[src/rtl/rs_issue_scheduler_pkg.sv]
// Shared tomasula types for the reservation-station bank: dispatch word,
// ALU operand bundle and station indexing.
package tomasula_types;

  localparam int unsigned NUM_RS      = 4;
  localparam int unsigned ROB_ENTRIES = 8;
  localparam int unsigned TAG_W       = $clog2(ROB_ENTRIES);
  localparam int unsigned DATA_W      = 32;

  typedef logic [$clog2(NUM_RS)-1:0] rs_idx_t;
  typedef logic [TAG_W-1:0]          rob_tag_t;

  // Operation handed to the ALU once both operands are resolved
  typedef struct packed {
    logic [3:0]        op;
    rob_tag_t          tag;
    logic [DATA_W-1:0] src1;
    logic [DATA_W-1:0] src2;
  } alu_word;

  // Decoded instruction as written into a reservation station
  typedef struct packed {
    logic [3:0]        op;
    rob_tag_t          tag;
    logic              j_valid;
    rob_tag_t          qj;
    logic [DATA_W-1:0] vj;
    logic              k_valid;
    rob_tag_t          qk;
    logic [DATA_W-1:0] vk;
  } res_word;

endpackage

[src/rtl/rs_issue_scheduler_if.sv]
// Dispatch, station and ALU handshake bundle around the issue scheduler.
// The slave modport is the scheduler; the master modport is its surroundings.
interface rs_issue_scheduler_if #(
  parameter int unsigned NUM_RS = tomasula_types::NUM_RS
);
  localparam int unsigned OCC_W = $clog2(NUM_RS) + 1;

  logic                                  flush;
  logic                                  disp_valid;
  tomasula_types::res_word               disp_word;
  logic                                  disp_ready;
  logic [NUM_RS-1:0]                     rs_empty;
  logic [NUM_RS-1:0]                     rs_load;
  tomasula_types::res_word               rs_word;
  logic [NUM_RS-1:0]                     rs_req;
  tomasula_types::alu_word [NUM_RS-1:0]  rs_alu_data;
  logic [NUM_RS-1:0]                     rs_grant;
  logic                                  alu_valid;
  tomasula_types::alu_word               alu_data;
  logic                                  alu_ready;
  logic [OCC_W-1:0]                      rs_occupancy;

  modport master (
    output flush, disp_valid, disp_word, rs_empty, rs_req, rs_alu_data, alu_ready,
    input  disp_ready, rs_load, rs_word, rs_grant, alu_valid, alu_data, rs_occupancy
  );

  modport slave (
    input  flush, disp_valid, disp_word, rs_empty, rs_req, rs_alu_data, alu_ready,
    output disp_ready, rs_load, rs_word, rs_grant, alu_valid, alu_data, rs_occupancy
  );

endinterface

[src/rtl/rs_issue_scheduler_arb.sv]
// Combinational round-robin picker: first set request at or after ptr, wrapping.
// N must be a power of two so the index wraps by truncation.
module rr_arbiter #(
  parameter int unsigned N = 4
) (
  input  logic [N-1:0]         req,
  input  logic [$clog2(N)-1:0] ptr,
  output logic [N-1:0]         grant,
  output logic [$clog2(N)-1:0] idx,
  output logic                 any
);
  localparam int unsigned IW = $clog2(N);

  logic [IW-1:0] cand;

  always_comb begin
    grant = '0;
    idx   = '0;
    any   = 1'b0;
    cand  = '0;
    for (int unsigned i = 0; i < N; i++) begin
      cand = ptr + IW'(i);
      if (!any && req[cand]) begin
        any = 1'b1;
        idx = cand;
      end
    end
    if (any) grant[idx] = 1'b1;
  end

endmodule

[src/rtl/rs_issue_scheduler.sv]
// Steers dispatched words into free reservation stations and round-robin
// issues ready stations onto the shared ALU through a holding register.
module rs_issue_scheduler #(
  parameter int unsigned NUM_RS      = tomasula_types::NUM_RS,
  parameter int unsigned ROB_ENTRIES = tomasula_types::ROB_ENTRIES
) (
  input  logic                 clk,
  input  logic                 rst,
  rs_issue_scheduler_if.slave  bus
);
  localparam int unsigned IW    = $clog2(NUM_RS);
  localparam int unsigned OCC_W = IW + 1;

  if (NUM_RS < 2 || (NUM_RS & (NUM_RS - 1)) != 0 ||
      ROB_ENTRIES != tomasula_types::ROB_ENTRIES) begin : g_bad_cfg
    $error("rs_issue_scheduler: unsupported NUM_RS/ROB_ENTRIES");
  end

  logic [NUM_RS-1:0] free_mask;
  logic [NUM_RS-1:0] disp_grant;
  logic [NUM_RS-1:0] iss_grant;
  logic [NUM_RS-1:0] rs_grant_q;
  logic [IW-1:0]     disp_idx;
  logic [IW-1:0]     iss_idx;
  logic [IW-1:0]     alloc_ptr;
  logic [IW-1:0]     rr_ptr;
  logic              disp_any;
  logic              iss_any;
  logic              out_free;
  logic              issue_fire;
  logic [OCC_W-1:0]  empty_cnt;

  rr_arbiter #(.N(NUM_RS)) u_disp_arb (
    .req   (free_mask),
    .ptr   (alloc_ptr),
    .grant (disp_grant),
    .idx   (disp_idx),
    .any   (disp_any)
  );

  rr_arbiter #(.N(NUM_RS)) u_issue_arb (
    .req   (bus.rs_req),
    .ptr   (rr_ptr),
    .grant (iss_grant),
    .idx   (iss_idx),
    .any   (iss_any)
  );

  // A station granted last cycle is still draining and reports empty too early
  always_comb begin
    free_mask      = bus.rs_empty & ~rs_grant_q;
    out_free       = ~bus.alu_valid | bus.alu_ready;
    issue_fire     = out_free & ~bus.flush & iss_any;
    bus.disp_ready = disp_any & ~bus.flush;
    bus.rs_load    = (bus.disp_valid & bus.disp_ready) ? disp_grant : '0;
    bus.rs_grant   = issue_fire ? iss_grant : '0;
    bus.rs_word    = bus.disp_word;
  end

  always_comb begin
    empty_cnt = '0;
    for (int unsigned i = 0; i < NUM_RS; i++) begin
      empty_cnt = empty_cnt + OCC_W'(bus.rs_empty[i]);
    end
  end

  // Output register holds alu_data until accepted; flush only drops valid
  always_ff @(posedge clk) begin
    if (rst) begin
      bus.alu_valid    <= 1'b0;
      bus.alu_data     <= '0;
      bus.rs_occupancy <= '0;
      rr_ptr           <= '0;
      alloc_ptr        <= '0;
      rs_grant_q       <= '0;
    end else begin
      rs_grant_q <= bus.rs_grant;
      if (|bus.rs_load) alloc_ptr <= disp_idx + IW'(1);
      if (issue_fire) begin
        bus.alu_valid <= 1'b1;
        bus.alu_data  <= bus.rs_alu_data[iss_idx];
        rr_ptr        <= iss_idx + IW'(1);
      end else if (bus.flush || bus.alu_ready) begin
        bus.alu_valid <= 1'b0;
      end
      bus.rs_occupancy <= OCC_W'(NUM_RS) - empty_cnt;
    end
  end

endmodule
[src/flat_wrapper.sv]
// flat-port wrapper written by rule: the top's interface ports become plain ports
module rs_issue_scheduler_flat 
#(
  parameter int unsigned NUM_RS      = tomasula_types::NUM_RS,
  parameter int unsigned ROB_ENTRIES = tomasula_types::ROB_ENTRIES
)
  (clk, rst, bus_flush, bus_disp_valid, bus_disp_word, bus_rs_empty, bus_rs_req, bus_rs_alu_data, bus_alu_ready, bus_disp_ready, bus_rs_load, bus_rs_word, bus_rs_grant, bus_alu_valid, bus_alu_data, bus_rs_occupancy);
  rs_issue_scheduler_if #(.NUM_RS(NUM_RS)) bus_i ();
  input  logic clk;
  input  logic rst;
  input wire logic [$bits(bus_i.flush)-1:0] bus_flush;
  input wire logic [$bits(bus_i.disp_valid)-1:0] bus_disp_valid;
  input wire logic [$bits(bus_i.disp_word)-1:0] bus_disp_word;
  input wire logic [$bits(bus_i.rs_empty)-1:0] bus_rs_empty;
  input wire logic [$bits(bus_i.rs_req)-1:0] bus_rs_req;
  input wire logic [$bits(bus_i.rs_alu_data)-1:0] bus_rs_alu_data;
  input wire logic [$bits(bus_i.alu_ready)-1:0] bus_alu_ready;
  output wire logic [$bits(bus_i.disp_ready)-1:0] bus_disp_ready;
  output wire logic [$bits(bus_i.rs_load)-1:0] bus_rs_load;
  output wire logic [$bits(bus_i.rs_word)-1:0] bus_rs_word;
  output wire logic [$bits(bus_i.rs_grant)-1:0] bus_rs_grant;
  output wire logic [$bits(bus_i.alu_valid)-1:0] bus_alu_valid;
  output wire logic [$bits(bus_i.alu_data)-1:0] bus_alu_data;
  output wire logic [$bits(bus_i.rs_occupancy)-1:0] bus_rs_occupancy;
  assign bus_i.flush = bus_flush;
  assign bus_i.disp_valid = bus_disp_valid;
  assign bus_i.disp_word = bus_disp_word;
  assign bus_i.rs_empty = bus_rs_empty;
  assign bus_i.rs_req = bus_rs_req;
  assign bus_i.rs_alu_data = bus_rs_alu_data;
  assign bus_i.alu_ready = bus_alu_ready;
  assign bus_disp_ready = bus_i.disp_ready;
  assign bus_rs_load = bus_i.rs_load;
  assign bus_rs_word = bus_i.rs_word;
  assign bus_rs_grant = bus_i.rs_grant;
  assign bus_alu_valid = bus_i.alu_valid;
  assign bus_alu_data = bus_i.alu_data;
  assign bus_rs_occupancy = bus_i.rs_occupancy;
  rs_issue_scheduler #(.NUM_RS(NUM_RS), .ROB_ENTRIES(ROB_ENTRIES)) u_core (.clk(clk), .rst(rst), .bus(bus_i));
endmodule
[config.mk]
export PLATFORM = sky130hd
export DESIGN_NAME = rs_issue_scheduler_flat
export DESIGN_NICKNAME = d
export VERILOG_FILES = /design/src/rtl/rs_issue_scheduler_pkg.sv /design/src/rtl/rs_issue_scheduler_if.sv /design/src/rtl/rs_issue_scheduler_arb.sv /design/src/rtl/rs_issue_scheduler.sv /design/src/flat_wrapper.sv
export SDC_FILE = /design/constraint.sdc
export NUM_CORES = 1
export LEC_CHECK = 0
export ABC_AREA = 1
export CAP_MARGIN = 40
export CORE_AREA = 4 4 208 210
export CTS_BUF_LIST = sky130_fd_sc_hd__clkbuf_4
export DETAILED_ROUTE_END_ITERATION = 16
export DIE_AREA = 0 0 212 214
export SLEW_MARGIN = 20
export SYNTH_ARGS = -nofsm -noshare
export SYNTH_HDL_FRONTEND = slang
export SYNTH_SLANG_ARGS = --single-unit
[constraint.sdc]
create_clock -name clk -period 5.1 [get_ports clk]
set_clock_uncertainty 0.2 [all_clocks]
set_input_delay 1.275 -clock clk [delete_from_list [all_inputs] [get_ports clk]]
set_output_delay 1.275 -clock clk [all_outputs]
set_load 0.1 [all_outputs]
==> flow_summary.json <==
{
  "hold_start": "u_core.bus.alu_data[24]$_SDFFE_PP0P_",
  "p_leak_nw": 7.21,
  "grt_pass1_wl_um": 54100,
  "cts_max_level": 3,
  "gr-total-overflow": 0,
  "antenna_found_initial": 4,
  "ant_nets": 0,
  "syn_area_sq_um": 8290,
  "clk-insertion-delay-late_ns": 0.54,
  "pwr_density_cell_nw_per_um2": 581,
  "post_drt_wl_per_cell_um": 15.0,
  "min_path_type": "reg -> reg",
  "coreArea_sq_um": 41600,
  "drcViolationCount": 0,
  "nets": 2200,
  "ios": 539,
  "drt_iter0_markers": 610,
  "syn_inst": 1511,
  "wl_um": 35400,
  "fp.dieW_um": 212,
  "pre_cts_ws_ns": 0.263,
  "die_h_um": 214,
  "hold_viol": 0,
  "layout-drive-gt1-share_pct": 7.44,
  "hold_end": "u_core.bus.alu_data[24]$_SDFFE_PP0P_",
  "cp-end-kind": "primary output",
  "cp.required_ns": 3.62,
  "numPortBuffers": 380,
  "cp.arrival_ns": 3.42,
  "synthAdderAreaFrac_pct": 1.96,
  "postLayoutCellArea_sq_um": 13900,
  "ys_seq_elements": 83,
  "synthXorXnorAreaFrac_pct": 0.106,
  "grt_usage_pct": 14.9,
  "hold_ws_ns": 0.373,
  "stdcell_count": 2355,
  "critPathKind": "in -> out",
  "gp_congestion": 0.955,
  "clk_pin_slew_worst_paths_ns": 0.15,
  "first_global_vias": 9834,
  "finalSetupTns_ns": 0,
  "final_cell_mix": "391 x inv_1, 369 x clkdlybuf4s50_1, 269 x nand2_1",
  "cts_setup_buffers": 0,
  "clock_sinks": 83,
  "drv_slew": 0,
  "maxCapViolCount": 0,
  "synthSimpleGateAreaFrac_pct": 45.8,
  "status": "completed",
  "r2r-end": "u_core.bus.alu_data[10]$_SDFFE_PP0P_",
  "min_path_cells": 4,
  "ir_drop_uv": 353,
  "synth_mux_area_share_pct": 0,
  "seq_area_sq_um": 1660,
  "num_vias": 10400,
  "start_kind": "primary input",
  "cts_buffers": 9,
  "dpl_cell_area_sq_um": 13700,
  "multi_input_area_sq_um": 4100,
  "synth_top_family_by_area": "simple AND/OR/NAND/NOR gates",
  "rows": 75,
  "cts.path.max_buffers": 2,
  "cts_resized": 0,
  "synth_nets": 1900,
  "cp_cell_sequence": "clkdlybuf4s50_1 > nand3_1 > nand3_1 > nand2_1 > nand3_1 > a21o_1 > nand2_1 > nor2_1 > ha_1 > inv_1 > nor2_2 > buf_12",
  "synthDistinctLibCells": 25,
  "nFillCells": 4473,
  "syn_to_final_growth_pct": 67.3,
  "cpMostUsedCell": "nand3_1",
  "synth-seq-area-share_pct": 20.0,
  "cts.hold.buffers_added": 0,
  "fmaxAchievable_mhz": 204,
  "r2r_slack_ns": 1.81,
  "slew_headroom_pct": 47.6,
  "final-setup-viol-count": 0,
  "start_util_pct": 19.9,
  "critPathLaunch": "bus_rs_empty[2]",
  "period_share_pct": 95.9,
  "rr_worst_depth": 12,
  "slowest_delay_ns": 0.53,
  "critPathMaxFanout": 4,
  "place_inst": 2338,
  "dr.pass1.iters": 5,
  "rsz0062_at_grt": "false",
  "final_common_cell": "inv_1",
  "avgSynthCellArea_sq_um": 5.49,
  "grt_max_degree": 143,
  "die_area_sq_um": 45400,
  "cts_root_buf": "clkbuf_4",
  "setup_slack_ns": 0.207,
  "synth_compound_gate_area_share_pct": 0.905,
  "tritoncts": "done",
  "worst_pin_slew_ns": 0.787,
  "cpMaxStageDelayCell": "clkdlybuf4s50_1",
  "r2r-start": "u_core.rr_ptr[0]$_SDFFE_PP0P_",
  "vias_per_cell": 4.39,
  "period_minus_slack_ns": 4.89,
  "synth_warnings": 0,
  "hpwlAfterDp_um": 26500
}
-- worst max-delay path by stage --
stage / endpoint
finish: bus_rs_load[3]
global route: bus_rs_load[2]
CTS: bus_rs_load[3]
detailed placement: bus_rs_load[3]
global placement: bus_rs_load[3]
floorplan: bus_rs_load[0]
-- sequential cells by signal, summed over array words and instances, names as in the netlist --
register / cells
u_core.bus.alu_data: 71
u_core.rs_grant_q: 4
u_core.bus.rs_occupancy: 3
u_core.alloc_ptr: 2
u_core.rr_ptr: 2
u_core.bus.alu_valid: 1
-- kinds of logic (layout without fill, tap and decap cells) --
family,count (synthesis),count (layout)
compound gates,12,12
xor+xnor,1,1
fa+ha+maj,13,13
buf+inv,576,879
flops,83,83
other cells,0,2
simple gates,826,826
-- per-stage QoR --
stage | util (%) | power (W)
CTS | 33.3 | 0.00811
global route | 33.4 | 0.00864
finish | 33.4 | 0.00806
detailed placement | 33.0 | 0.00759
global placement | 28.7 | 0.00657
floorplan | - | 0.00544
-- routing by layer --
metal / share of wire, % / GRT usage, % / up-vias
met1: 40 / 17.3 / 4666
met4: 3.7 / 7.24 / 6
met2: 48 / 25.2 / 456
met5: 0.099 / 0 / -
met3: 8.3 / 4.07 / 82
li1: - / - / 5140
-- synthesized netlist by cell type --
master       n  area share [%]
buf_1        3            0.14
dfxtp_1     83              20
nand2_1    269              12
xnor2_1      1            0.11
o21ai_0      5            0.30
nor3_1       4            0.24
buf_2       50             3.0
nand3_2      1            0.12
nand4_1    145              11
ha_1        13             2.0
inv_2        4            0.18
a21boi_0     1           0.091
buf_6        7            0.95
buf_4       82             7.4
o211ai_1     1           0.091
nand3_4      1            0.21
a21o_1       1           0.091
nand3_1    241              15
nor2_2       1           0.075
inv_1      391              18
a21oi_1      2            0.12
nand2_2      3            0.23
nor2_1     161             7.3
clkbuf_1    39             1.8
o2111ai_1    2            0.21
-- final cells by class --
type,count,area share [%]
antenna,2,0.0361
clock inverter,5,0.577
inverter,395,10.7
timing repair buffer,470,41.8
sequential,83,12.0
multi-input combinational,852,29.5
clock buffer,9,0.487
tap,539,4.86
-- power breakdown --
group | leakage [nW] | total [W] | internal [W] | switching (W)
combinational | 6.45 | 0.00662 | 0.00238 | 0.00424
sequential | 0.688 | 0.000973 | 0.000851 | 0.000123
clock | 0.0739 | 0.000466 | 0.000192 | 0.000274
-- critical path, delay by kind of cell --
family	cells	cell delay, ns
buffers and inverters	3	0.78
AO/OA/AOI/OAI	1	0.13
AND/OR/NAND/NOR	7	0.99
adder cells (fa/ha/maj)	1	0.24
Note: power is estimated with default switching activity, not from simulation.
